File: src/rtl/xgemac_pkt_rx_reader_pkg.sv
// Shared types for the XGEMAC packet-receive reader: beat record, read FSM states
// and the per-beat byte-count helper.
package xgemac_pkt_rx_reader_pkg;

   localparam int BYTES_PER_BEAT = 8;

   typedef struct packed {
      logic [63:0] data;
      logic        sop;
      logic        eop;
      logic [2:0]  mod;
      logic        err;
   } rx_beat_t;

   typedef enum logic [1:0] {
      RD_IDLE,
      RD_READ,
      RD_GAP
   } rd_state_t;

   // Valid bytes carried by a beat; a modulo of 0 on eop means a full beat.
   function automatic logic [3:0] beat_bytes(input rx_beat_t b);
      if (b.eop && (b.mod != 3'd0))
         return {1'b0, b.mod};
      return 4'(BYTES_PER_BEAT);
   endfunction

endpackage

File: src/rtl/xgemac_sync_fifo.sv
// First-word-fall-through FIFO of rx_beat_t; the head entry is presented whenever
// the FIFO is non-empty and is zero when empty.
module xgemac_sync_fifo
   import xgemac_pkt_rx_reader_pkg::*;
#(
   parameter int DEPTH = 16
) (
   input  logic                     clk_i,
   input  logic                     rst_i,
   input  logic                     wr_en_i,
   input  rx_beat_t                 wr_beat_i,
   input  logic                     rd_en_i,
   output rx_beat_t                 rd_beat_o,
   output logic                     empty_o,
   output logic [$clog2(DEPTH):0]   count_o
);

   localparam int AW = $clog2(DEPTH);

   rx_beat_t      mem_q [DEPTH];
   logic [AW-1:0] wr_ptr_q, wr_ptr_d;
   logic [AW-1:0] rd_ptr_q, rd_ptr_d;
   logic [AW:0]   count_q, count_d;
   logic          rd_fire;

   always_comb begin
      rd_fire  = rd_en_i & (count_q != '0);
      wr_ptr_d = wr_ptr_q + AW'(wr_en_i);
      rd_ptr_d = rd_ptr_q + AW'(rd_fire);
      count_d  = count_q + (AW+1)'(wr_en_i) - (AW+1)'(rd_fire);
   end

   always_ff @(posedge clk_i) begin
      if (rst_i) begin
         wr_ptr_q <= '0;
         rd_ptr_q <= '0;
         count_q  <= '0;
      end else begin
         wr_ptr_q <= wr_ptr_d;
         rd_ptr_q <= rd_ptr_d;
         count_q  <= count_d;
      end
   end

   always_ff @(posedge clk_i) begin
      if (wr_en_i)
         mem_q[wr_ptr_q] <= wr_beat_i;
   end

   assign empty_o   = (count_q == '0);
   assign count_o   = count_q;
   assign rd_beat_o = empty_o ? '0 : mem_q[rd_ptr_q];

endmodule

File: src/rtl/xgemac_pkt_rx_reader.sv
// Reads frames from the XGEMAC pkt_rx interface with credit flow control, repairs
// framing through a one-beat stage, and replays beats on a valid/ready stream.
// Optional statistics outputs: define XGEMAC_RX_READER_STATS_EN.
module xgemac_pkt_rx_reader
   import xgemac_pkt_rx_reader_pkg::*;
#(
   parameter int FIFO_DEPTH = 16,
   parameter int DATA_W     = 64,
   parameter int MOD_W      = 3,
   parameter int CNT_W      = 32
) (
   input  logic              clk_156m25,
   input  logic              reset_156m25,
   input  logic              pkt_rx_avail,
   output logic              pkt_rx_ren,
   input  logic              pkt_rx_val,
   input  logic [DATA_W-1:0] pkt_rx_data,
   input  logic              pkt_rx_sop,
   input  logic              pkt_rx_eop,
   input  logic [MOD_W-1:0]  pkt_rx_mod,
   input  logic              pkt_rx_err,
   output logic              m_valid,
   input  logic              m_ready,
   output logic [DATA_W-1:0] m_data,
   output logic              m_sop,
   output logic              m_eop,
   output logic [MOD_W-1:0]  m_mod,
   output logic              m_err,
   output logic              busy
`ifdef XGEMAC_RX_READER_STATS_EN
   ,
   output logic [CNT_W-1:0]  frame_cnt,
   output logic [CNT_W-1:0]  err_cnt,
   output logic [CNT_W-1:0]  proto_err_cnt,
   output logic [CNT_W-1:0]  byte_cnt
`endif
);

   localparam int AW = $clog2(FIFO_DEPTH);

   rd_state_t     state_q, state_d;
   logic          ren_q;
   logic          stg_v_q, stg_v_d;
   logic          first_q, first_d;
   rx_beat_t      stg_q;
   rx_beat_t      in_beat, fifo_wr_beat, fifo_rd_beat;
   logic [AW:0]   fifo_cnt;
   logic [AW+1:0] occ;
   logic          fifo_empty, fifo_we;
   logic          in_read, acc, credit, miss_sop, force_eop;

   always_comb begin
      in_read    = (state_q == RD_READ);
      acc        = pkt_rx_val & in_read;
      // Occupancy includes the staged beat and the beat already requested from the MAC.
      occ        = (AW+2)'(fifo_cnt) + (AW+2)'(stg_v_q) + (AW+2)'(ren_q);
      credit     = (occ < (AW+2)'(FIFO_DEPTH));
      pkt_rx_ren = in_read & credit & ~(pkt_rx_val & pkt_rx_eop);
      miss_sop   = acc & first_q & ~pkt_rx_sop;
      force_eop  = acc & pkt_rx_sop & stg_v_q & ~stg_q.eop;
      fifo_we    = stg_v_q & (stg_q.eop | acc);

      in_beat.data = pkt_rx_data;
      in_beat.sop  = pkt_rx_sop | first_q;
      in_beat.eop  = pkt_rx_eop;
      in_beat.mod  = pkt_rx_eop ? pkt_rx_mod : '0;
      in_beat.err  = (pkt_rx_err & pkt_rx_eop) | (first_q & ~pkt_rx_sop);

      fifo_wr_beat = stg_q;
      if (force_eop) begin
         fifo_wr_beat.eop = 1'b1;
         fifo_wr_beat.err = 1'b1;
         fifo_wr_beat.mod = '0;
      end

      stg_v_d = stg_v_q;
      if (acc)
         stg_v_d = 1'b1;
      else if (fifo_we)
         stg_v_d = 1'b0;

      first_d = in_read ? (first_q & ~acc) : 1'b1;

      state_d = state_q;
      case (state_q)
         RD_IDLE: if (pkt_rx_avail && credit) state_d = RD_READ;
         RD_READ: if (acc && pkt_rx_eop)      state_d = RD_GAP;
         RD_GAP:                              state_d = RD_IDLE;
         default:                             state_d = RD_IDLE;
      endcase
   end

   always_ff @(posedge clk_156m25) begin
      if (reset_156m25) begin
         state_q <= RD_IDLE;
         ren_q   <= 1'b0;
         stg_v_q <= 1'b0;
         first_q <= 1'b1;
      end else begin
         state_q <= state_d;
         ren_q   <= pkt_rx_ren;
         stg_v_q <= stg_v_d;
         first_q <= first_d;
      end
   end

   always_ff @(posedge clk_156m25) begin
      if (acc)
         stg_q <= in_beat;
   end

   xgemac_sync_fifo #(
      .DEPTH (FIFO_DEPTH)
   ) u_fifo (
      .clk_i     (clk_156m25),
      .rst_i     (reset_156m25),
      .wr_en_i   (fifo_we),
      .wr_beat_i (fifo_wr_beat),
      .rd_en_i   (m_ready),
      .rd_beat_o (fifo_rd_beat),
      .empty_o   (fifo_empty),
      .count_o   (fifo_cnt)
   );

   assign m_valid = ~fifo_empty;
   assign m_data  = fifo_rd_beat.data;
   assign m_sop   = fifo_rd_beat.sop;
   assign m_eop   = fifo_rd_beat.eop;
   assign m_mod   = fifo_rd_beat.mod;
   assign m_err   = fifo_rd_beat.err;
   assign busy    = (state_q != RD_IDLE) | stg_v_q | ~fifo_empty;

`ifdef XGEMAC_RX_READER_STATS_EN
   logic [CNT_W-1:0] frame_cnt_q, err_cnt_q, proto_cnt_q, byte_cnt_q;
   logic             proto_ev;

   function automatic logic [CNT_W-1:0] sat_add(input logic [CNT_W-1:0] a,
                                                input logic [3:0]       inc);
      logic [CNT_W:0] s;
      s = {1'b0, a} + (CNT_W+1)'(inc);
      return s[CNT_W] ? '1 : s[CNT_W-1:0];
   endfunction

   assign proto_ev = force_eop | miss_sop | (pkt_rx_val & ~in_read);

   always_ff @(posedge clk_156m25) begin
      if (reset_156m25) begin
         frame_cnt_q <= '0;
         err_cnt_q   <= '0;
         proto_cnt_q <= '0;
         byte_cnt_q  <= '0;
      end else begin
         if (fifo_we && fifo_wr_beat.eop)
            frame_cnt_q <= sat_add(frame_cnt_q, 4'd1);
         if (fifo_we && fifo_wr_beat.eop && fifo_wr_beat.err)
            err_cnt_q <= sat_add(err_cnt_q, 4'd1);
         if (proto_ev)
            proto_cnt_q <= sat_add(proto_cnt_q, 4'd1);
         if (fifo_we)
            byte_cnt_q <= sat_add(byte_cnt_q, beat_bytes(fifo_wr_beat));
      end
   end

   assign frame_cnt     = frame_cnt_q;
   assign err_cnt       = err_cnt_q;
   assign proto_err_cnt = proto_cnt_q;
   assign byte_cnt      = byte_cnt_q;
`endif

endmodule

File: config.mk
export PLATFORM = sky130hd
export DESIGN_NAME = xgemac_pkt_rx_reader
export DESIGN_NICKNAME = d
export VERILOG_FILES = /design/src/rtl/xgemac_pkt_rx_reader_pkg.sv /design/src/rtl/xgemac_sync_fifo.sv /design/src/rtl/xgemac_pkt_rx_reader.sv
export SDC_FILE = /design/constraint.sdc
export NUM_CORES = 1
export LEC_CHECK = 0
export CAP_MARGIN = 5
export CELL_PAD_IN_SITES_DETAIL_PLACEMENT = 0
export CELL_PAD_IN_SITES_GLOBAL_PLACEMENT = 1
export CORE_MARGIN = 3
export CORE_UTILIZATION = 45
export CTS_BUF_LIST = sky130_fd_sc_hd__clkbuf_8
export CTS_CLUSTER_DIAMETER = 100
export DETAILED_ROUTE_END_ITERATION = 16
export PLACE_DENSITY = 0.78
export SETUP_SLACK_MARGIN = 0.4
export SLEW_MARGIN = 40
export SYNTH_ARGS = -nofsm -noshare
export SYNTH_HDL_FRONTEND = slang
export SYNTH_SLANG_ARGS = --single-unit
export TNS_END_PERCENT = 50
File: constraint.sdc
create_clock -name clk_156m25 -period 21.7 [get_ports clk_156m25]
set_input_delay 2.17 -clock clk_156m25 [delete_from_list [all_inputs] [get_ports clk_156m25]]
set_output_delay 2.17 -clock clk_156m25 [all_outputs]
set_load 0.01 [all_outputs]
After elaboration in Yosys (flattened, before gate mapping) --
Memory sizes are Yosys's and may differ from the RTL's. A register that Yosys moved wholly into a read port is not among the register bits. Cells that the tools add are included.
Cells by class: mux-type cells 10, divide/modulo/power cells 0, reductions and logical operators 9, eq/ne operators 3, $mul 0, $lt $le $gt $ge 1, shift operators 0, bitwise logic cells 23, $add $sub $neg 6
Operator list (number):
- $mux 70 | 1
- $and 1x1->1 | 12
- $add 4x1->4 | 2
- $add 5x1->6 | 1
- $add 6x1->6 | 1
- $lt 6x5->1 const B | 1
- $not 1->1 | 6
- $add 5x1->5 | 1
- $logic_not 5->1 | 1
- $mux 5 | 1
- $or 1x1->1 | 5
- $reduce_bool 5->1 | 1
- $sub 5x1->5 | 1
- $mux 1 | 4
- $mux 2 | 2
- $mux 4 | 1
- $pmux 2 s2 | 1
- $reduce_bool 2->1 | 2
- $eq 2x1->1 const B | 1
- $logic_and 1x1->1 | 2
- $logic_not 2->1 | 1
- $ne 2x1->1 const B | 1
- $ne 2x2->1 const B | 1
- $reduce_and 2->1 | 1
- $reduce_or 2->1 | 1
Storage, ports and cells: register bits after elaboration 88, memories kept 1, word-level logic and storage cells 65, input port bits 75, latch bits 0, memory bits (writable) 1120, output and inout port bits 73, ROM bits 0
Memory list:
- u_fifo.mem_q | words 16, width 70, read ports 1, clocked after Yosys merged registers in 1, write ports 1, line xgemac_sync_fifo.sv:20 | rx_beat_t mem_q [DEPTH];

Logic depth before layout (Yosys ltp) --
Gate-level depths: netlist of the first run.
depth in word-level cells 6, depth in mapped cells 13, mapped depth without buffers 13

Modules after synthesis --
Synthesis of the first run repeated with hierarchy kept, for this count alone.
Second synthesis, totals: cells, all modules 2138, area total of the unflattened synthesis 45827.7 µm²
By module, submodules not included:
- xgemac_sync_fifo | cells an instance 2027, times used 1, seq. area each 33892.5 µm², area each 43401.6 µm²
- xgemac_pkt_rx_reader | cells an instance 111, times used 1, seq. area each 2202.1 µm², area each 2426.1 µm²

Worst setup path before layout of the first run --
Ideal clock, no wire load.
path kind input-to-reg, start input pkt_rx_val, end memory u_fifo.mem_q[0][0] (netlist name) (enable), path slack 9.240 ns, cell stages on the path 3, arrival 11.765 ns, path buffers 0, library setup time 0.695 ns, required time 21.005 ns, cell sequence and3b_1 -> o21ai_0 -> nor4b_1
On the way: word-level cells in the longest chain between the ends 5
Ends and longest elaborated chain:
- start, declared | line xgemac_pkt_rx_reader.sv:16 | input logic pkt_rx_val,
- $and 1x1->1 | line xgemac_pkt_rx_reader.sv:54 | acc = pkt_rx_val & in_read;
- $or 1x1->1 | line xgemac_pkt_rx_reader.sv:61 | fifo_we = stg_v_q & (stg_q.eop | acc);
- $and 1x1->1 | line xgemac_pkt_rx_reader.sv:61
- $mux 1 | line xgemac_sync_fifo.sv:46 | if (wr_en_i)
- $mux 1 (not written as such) | line xgemac_sync_fifo.sv:47 | mem_q[wr_ptr_q] <= wr_beat_i;
- end, declared | line xgemac_sync_fifo.sv:20
Every way passes these cells.

==> run summary, run 1 <==
Clock transition at path regs: 0.06 ns
CTS tree: built
DP Wirelength: 51100 um
YS warnings: 0
final setup vio count: 0
final worst-path cycle share: 32.0%
synthesized instance count: 1848
vias per std cell: 5.84
htree depth: 4
GRT busiest layer: met2
pwr dens: 107 nW/um2
Final Non-Filler Cells: 3571
worst clock skew: 0.0384 ns
Lkg Pwr: 16.0 nW
register area share after synthesis: 80.2%
First-pass DRT Iterations: 5
antenna violations before repair: 7
worst r2r dst: u_fifo.mem_q[7][40]
CP max FO: 76
outcome: finished clean
Final Max Tran Viols: 0
fin nets: 2222
maximum clock rate: 144 MHz
Clock Tree Root: clkbuf_8
Placed Instances: 3236
Wirelength per Cell: 28.0 um
CP arrival: 4.78 ns
most frequent cells in the layout: 1190 x edfxtp_1, 278 x mux4_2, 182 x clkbuf_8
met3 Resource Use GR: 4.57%
CTS max path bufs: 3
core box area: 98900 um2
Startpoint Class: flop
Initial Utilization: 45.5%
post-cts resize count: 0
WS Path Type: reg -> out
Initial DRC Count: 2076
Final ANT Viol Nets: 0
actual slew at the worst max-slew pin: 0.865 ns
Syn Area/Cell: 24.4 um2
Clk Latency, worst-skew pair: 0.84 ns
setup slack, reg-to-reg: 17.57 ns
post-CTS setup buffers: 0
die height: 322 um
global routing usage on met1: 26.0%
pre-CTS setup slack: 15.25 ns
total CTS buffers: 180
global-route wire length before repair: 147000 um
Die Area: 104000 um2
vias in the first global route: 22.0k
CTS Hold Buffers Added: 0
Main synth FF type: edfxtp_1
final-report hold violation count: 0
post-synthesis instance area: 45000 um2
DR vias: 20.9k
RSZ-0062 raised after global routing: false
max cap viols: 0
row count: 115
drt drc: 0
HP Class: reg -> reg
largest net degree at the start of global routing: 80
Post-Route WL: 100000 um
# IOs: 148
Netlist cell types: 45
R2R Path Start: state_q[1]
PortBufs: 147
grt ovf: 0
Area Growth Syn to Fin: 14.9%
worst setup margin: 14.75 ns
post-layout min period: 6.95 ns
layout cells sized above 1: 25.8%
Total Routing Usage GR: 19.5%
Cells on Worst Hold Path: 2
FFs w/ async S/R, synth: 0%
hold path startpoint: first_q
gp weighted congestion: 0.696
final hold slack: 0.499 ns
Max IR drop VDD: 0.0836 mV
total negative slack: 0 ns
reg2reg path depth: 8
met2 usage: 31.8%
Post-synth EDFFs: 1190
Hold EP: first_q
Die X: 322 um
#FFs+latches synth: 1208
Data required, critical path: 19.53 ns
Net Count, Synth: 1938
relative slew slack: 42.3%
CTS sink count: 1208
Worst setup EP type: output pin
commonest non-fill, non-tap cell in the layout: edfxtp_1
[state kept, by name, summed over array words and instances, names as in the netlist]
signal,flops
u_fifo.count_o,5
u_fifo.wr_ptr_q,4
ren_q,1
u_fifo.rd_ptr_q,4
u_fifo.mem_q,1120
first_q,1
stg_v_q,1
fifo_wr_beat,65
state_q,2
stg_q,5
[metal layers]
layer | vias to the layer above | routed length [um] | share of wire (%)
li1 | 8640 | - | -
met1 | 11200 | 40000 | 40
met2 | 860 | 50100 | 50
met3 | 185 | 7100 | 7.1
met4 | 6 | 2910 | 2.9
met5 | - | 37 | 0.037
[power breakdown]
part | internal [mW] | switching (mW)
combinational | 0.634 | 0.529
clock | 0.873 | 0.856
sequential | 2.60 | 0.0641
[cell families (layout without fill, tap and decap cells)]
kind of cell	Yosys count	count (layout)	synth area share, %
compound gates	152	152	3.05
xor+xnor	7	7	0.136
fa+ha+maj	15	15	0.434
buf+inv	107	540	1.20
flops	1208	1208	80.2
mux	284	284	14.0
other cells	0	3	0
simple gates	75	75	0.945
[cell usage after synthesis (2+ instances only)]
cell / number / area, um2
buf_1: 8 / 30.0
nand3_1: 5 / 25.0
a22o_1: 68 / 596
xnor2_1: 4 / 35.0
xor2_1: 3 / 26.3
clkbuf_1: 38 / 143
edfxtp_1: 1190 / 35700
a21oi_1: 4 / 20.0
ha_1: 14 / 175
buf_2: 38 / 190
nor3_1: 5 / 25.0
mux4_2: 278 / 6260
buf_4: 2 / 15.0
nor2b_1: 9 / 56.3
mux2i_1: 5 / 50.1
nand3b_1: 5 / 37.5
nand2_1: 7 / 26.3
buf_6: 11 / 124
nor2_1: 22 / 82.6
o21ai_0: 6 / 30.0
a221o_1: 68 / 681
or3_1: 2 / 12.5
dfxtp_1: 18 / 360
nor4_1: 3 / 18.8
or2_2: 2 / 12.5
and2_1: 4 / 25.0
nand2b_1: 3 / 18.8
inv_1: 9 / 33.8
[critical path, stage by stage, from the launching register on]
cell and delay, ns:
dfxtp_4 0.88, buf_6 0.47, buf_12 0.32, buf_6 0.63, mux4_2 0.42, a22o_1 0.26
a221o_1 0.34, clkdlybuf4s50_1 0.51
[layout make-up]
class / instances / area, um2
fillers: 7329 / 47100
flip-flops and latches: 1208 / 36100
multi-input cells: 533 / 8520
clock buffers: 181 / 2490
repair buffers: 199 / 2040
well taps: 1287 / 1610
clock inverters: 150 / 896
inverters: 10 / 37.5
diodes: 3 / 7.51
[worst max-delay path by stage]
stage | from | to | slack, ns
after floorplan | pkt_rx_val | u_fifo.mem_q[0][0] | 9.24
after global placement | u_fifo.rd_ptr_q[1] | m_data[31] | 15.04
after detailed placement | pkt_rx_val | u_fifo.mem_q[7][25] | 15.25
after CTS | u_fifo.rd_ptr_q[1] | m_data[31] | 14.66
after global routing | u_fifo.rd_ptr_q[1] | m_data[31] | 14.57
final | u_fifo.rd_ptr_q[1] | m_data[31] | 14.75
[metrics by stage]
step	area, um2	util [%]	total power [mW]
3_3_place_gp	48100	48.6	3.87
2_1_floorplan	45000	-	3.47
6_report	51700	52.3	5.56
4_1_cts	51700	52.3	5.62
3_5_place_dp	48300	48.8	3.90
5_1_grt	51700	52.3	5.80
(Power assumes the default switching activity.)
==> inputs of run 2 (changes only) <==
==> constraint.sdc (replaced) <==
create_clock -name clk_156m25 -period 7.2 [get_ports clk_156m25]
set_input_delay 0.72 -clock clk_156m25 [delete_from_list [all_inputs] [get_ports clk_156m25]]
set_output_delay 0.72 -clock clk_156m25 [all_outputs]
set_load 0.01 [all_outputs]
==> run 2 against run 1 <==
Via count shrank 1.8%; sequential power grew to 3.0 times the previous value; utilization is essentially flat; sequential cell count is the same; largest cell class unchanged.
==> run summary, run 2 (synthesized netlist as in run 1, its figures left out) <==
worst setup margin: 1.97 ns (was 14.75 ns)
Max Used Layer: met4 (was met5)
Sw Ratio: 26.0% (was 26.1%)
outcome: finished clean (unchanged)
total CTS buffers: 184 (was 180)
Seq pwr share: 48.3% (was 47.9%)
Wirelength per Cell: 26.4 um (was 28.0 um)
Clock Tree Root: clkbuf_8 (unchanged)
Initial Utilization: 45.5% (unchanged)
met2 wire len: 47500 um (was 50100 um)
# fillers: 7310 (was 7329)
largest net degree at the start of global routing: 138 (was 80)
Startpoint Class: flop (unchanged)
post-cts resize count: 0 (unchanged)
vias per std cell: 5.76 (was 5.84)
final setup vio count: 0 (unchanged)
Clock transition at path regs: 0.06 ns (about the same)
core box area: 98900 um2 (unchanged)
Initial DRC Count: 1945 (was 2076)
# IOs: 148 (unchanged)
M1 WL: 38000 um (was 40000 um)
Lkg Pwr: 16.0 nW (about the same)
drt drc: 0 (unchanged)
PortBufs: 147 (unchanged)
die height: 322 um (unchanged)
worst clock skew: 0.0332 ns (was 0.0384 ns)
Clk Latency, worst-skew pair: 0.83 ns (was 0.84 ns)
global-route wire length before repair: 142000 um (was 147000 um)
CTS sink count: 1208 (unchanged)
Die X: 322 um (unchanged)
relative slew slack: 41.5% (was 42.3%)
Int Power: 12.3 mW (was 4.11 mW)
CTS max path bufs: 3 (unchanged)
Max IR drop VDD: 0.272 mV (was 0.0836 mV)
WS Path Type: reg -> out (unchanged)
CP arrival: 4.51 ns (was 4.78 ns)
RSZ-0062 raised after global routing: false (unchanged)
htree depth: 4 (unchanged)
post-CTS setup buffers: 0 (unchanged)
Critical Path, Cell by Cell: inv_1, ha_1, nor4b_4, inv_2, nand2_1, nor2_4, buf_4, a221o_1, clkdlybuf4s50_1 (was buf_6, buf_12, buf_6, mux4_2, a22o_1, a221o_1, clkdlybuf4s50_1)
grt ovf: 0 (unchanged)
CP max stage delay: 0.77 ns (was 0.88 ns)
Psw: 4.32 mW (was 1.45 mW)
max reg flops: 1120 (unchanged)
placed cell areas: 48400 um2 (was 48300 um2)
final worst-path cycle share: 72.7%
CP max FO: 44 (was 76)
multi-input logic area: 8580 um2 (was 8520 um2)
metal3 WL: 6120 um (was 7100 um)
vias in the first global route: 22.1k (was 22.0k)
Worst setup EP type: output pin (unchanged)
Register Area: 36100 um2 (unchanged)
final-report hold violation count: 0 (unchanged)
gp weighted congestion: 0.726 (was 0.696)
pwr dens: 321 nW/um2 (was 107 nW/um2)
commonest non-fill, non-tap cell in the layout: edfxtp_1 (unchanged)
DP Wirelength: 50300 um (was 51100 um)
First-pass DRT Iterations: 5 (unchanged)
DR vias: 20.5k (was 20.9k)
slowest cell on the critical path: buf_4 (was dfxtp_4)
actual slew at the worst max-slew pin: 0.878 ns (was 0.865 ns)
CTS Hold Buffers Added: 0 (unchanged)
pre-CTS setup slack: 2.80 ns (was 15.25 ns)
Biggest register: u_fifo.mem_q (unchanged)
most frequent cells in the layout: 1190 x edfxtp_1, 278 x mux4_2, 187 x clkbuf_8 (was 1190 x edfxtp_1, 278 x mux4_2, 182 x clkbuf_8)
Post-Route WL: 93700 um (was 100000 um)
final hold slack: 0.446 ns (was 0.499 ns)
Total Routing Usage GR: 18.5% (was 19.5%)
maximum clock rate: 191 MHz
final instance area: 51700 um2 (about the same)
layout cells sized above 1: 25.3% (was 25.8%)
Final ANT Viol Nets: 0 (unchanged)
clock power share: 30.4% (was 31.1%)
Area Growth Syn to Fin: 14.9% (about the same)
Die Area: 104000 um2 (unchanged)
post-layout min period: 5.23 ns
antenna violations before repair: 1 (was 7)
Logic pwr share: 21.2% (was 20.9%)
CTS tree: built (unchanged)
fin nets: 2223 (was 2222)
max cap viols: 0 (unchanged)
Data required, critical path: 6.48 ns (was 19.53 ns)
HP Class: in -> reg (was reg -> reg)
row count: 115 (unchanged)
Final Max Tran Viols: 0 (unchanged)
[run 2: cell types whose count changed in the layout (fill, tap and decap cells not counted), sizes merged]
cell,before,now
inv,71,74
buf,52,48
clkdlybuf4s50,146,147
diode,3,1
clkbuf,182,188
clkinv,81,61
clkinvlp,1,2
bufinv,7,4
[run 2: cell type report]
cell class | instances | area share, %
flip-flops and latches | 1208 | 69.8
multi-input cells | 533 | 16.6
clock buffers | 187 | 4.98
repair buffers | 196 | 4.12
well taps | 1287 | 3.11
clock inverters | 131 | 1.34
inverters | 10 | 0.0726
diodes | 1 | 0.00484
[run 2: layer usage]
| metal | up-vias | global-route usage, % |
|---|---|---|
| li1 | 8633 | - |
| met1 | 10900 | 25.0 |
| met2 | 776 | 30.2 |
| met3 | 162 | 3.84 |
| met4 | 0 | 6.34 |
| met5 | - | 0 |
[run 2: per-stage QoR]
step / cells / TNS, ns / utilization [%] / power (mW)
2_1_floorplan: 1848 / -134.61 / - / 10.5
3_3_place_gp: 3226 / 0 / 48.8 / 11.7
3_5_place_dp: 3230 / 0 / 48.9 / 11.8
4_1_cts: 3548 / 0 / 52.2 / 16.8
5_1_grt: 3553 / 0 / 52.3 / 17.4
6_report: 3553 / 0 / 52.3 / 16.6
[run 2: power groups by stage]
| stage | sequential [mW] | clock, mW | combinational [mW] |
|---|---|---|---|
| global route | 8.05 | 5.52 | 3.79 |
| floorplan | 8.06 | 0 | 2.40 |
| CTS | 8.03 | 5.19 | 3.62 |
| detailed placement | 8.18 | 0 | 3.60 |
| finish | 8.03 | 5.06 | 3.53 |
| global placement | 8.21 | 0 | 3.54 |
[run 2: worst paths after layout]
| path | end | cells after the start | slack, ns | from |
|---|---|---|---|---|
| min reg2reg | first_q | 2 | 0.50 | first_q |
| min | fifo_wr_beat[14] | 1 | 0.45 | pkt_rx_data[8] |
| max | m_sop | 9 | 1.97 | u_fifo.count_o[2] |
| max reg2reg | u_fifo.mem_q[10][35] | 6 | 3.67 | state_q[1] |
[run 2: worst max-delay path: cells and delay by family (launching register included)]
family	cells	cell delay, ns
buffers and inverters	4	1.60
and+or+nand+nor	3	0.94
AOI/OAI and AO/OA	1	0.47
adders and majority gates	1	0.20
DFF	1	0.39
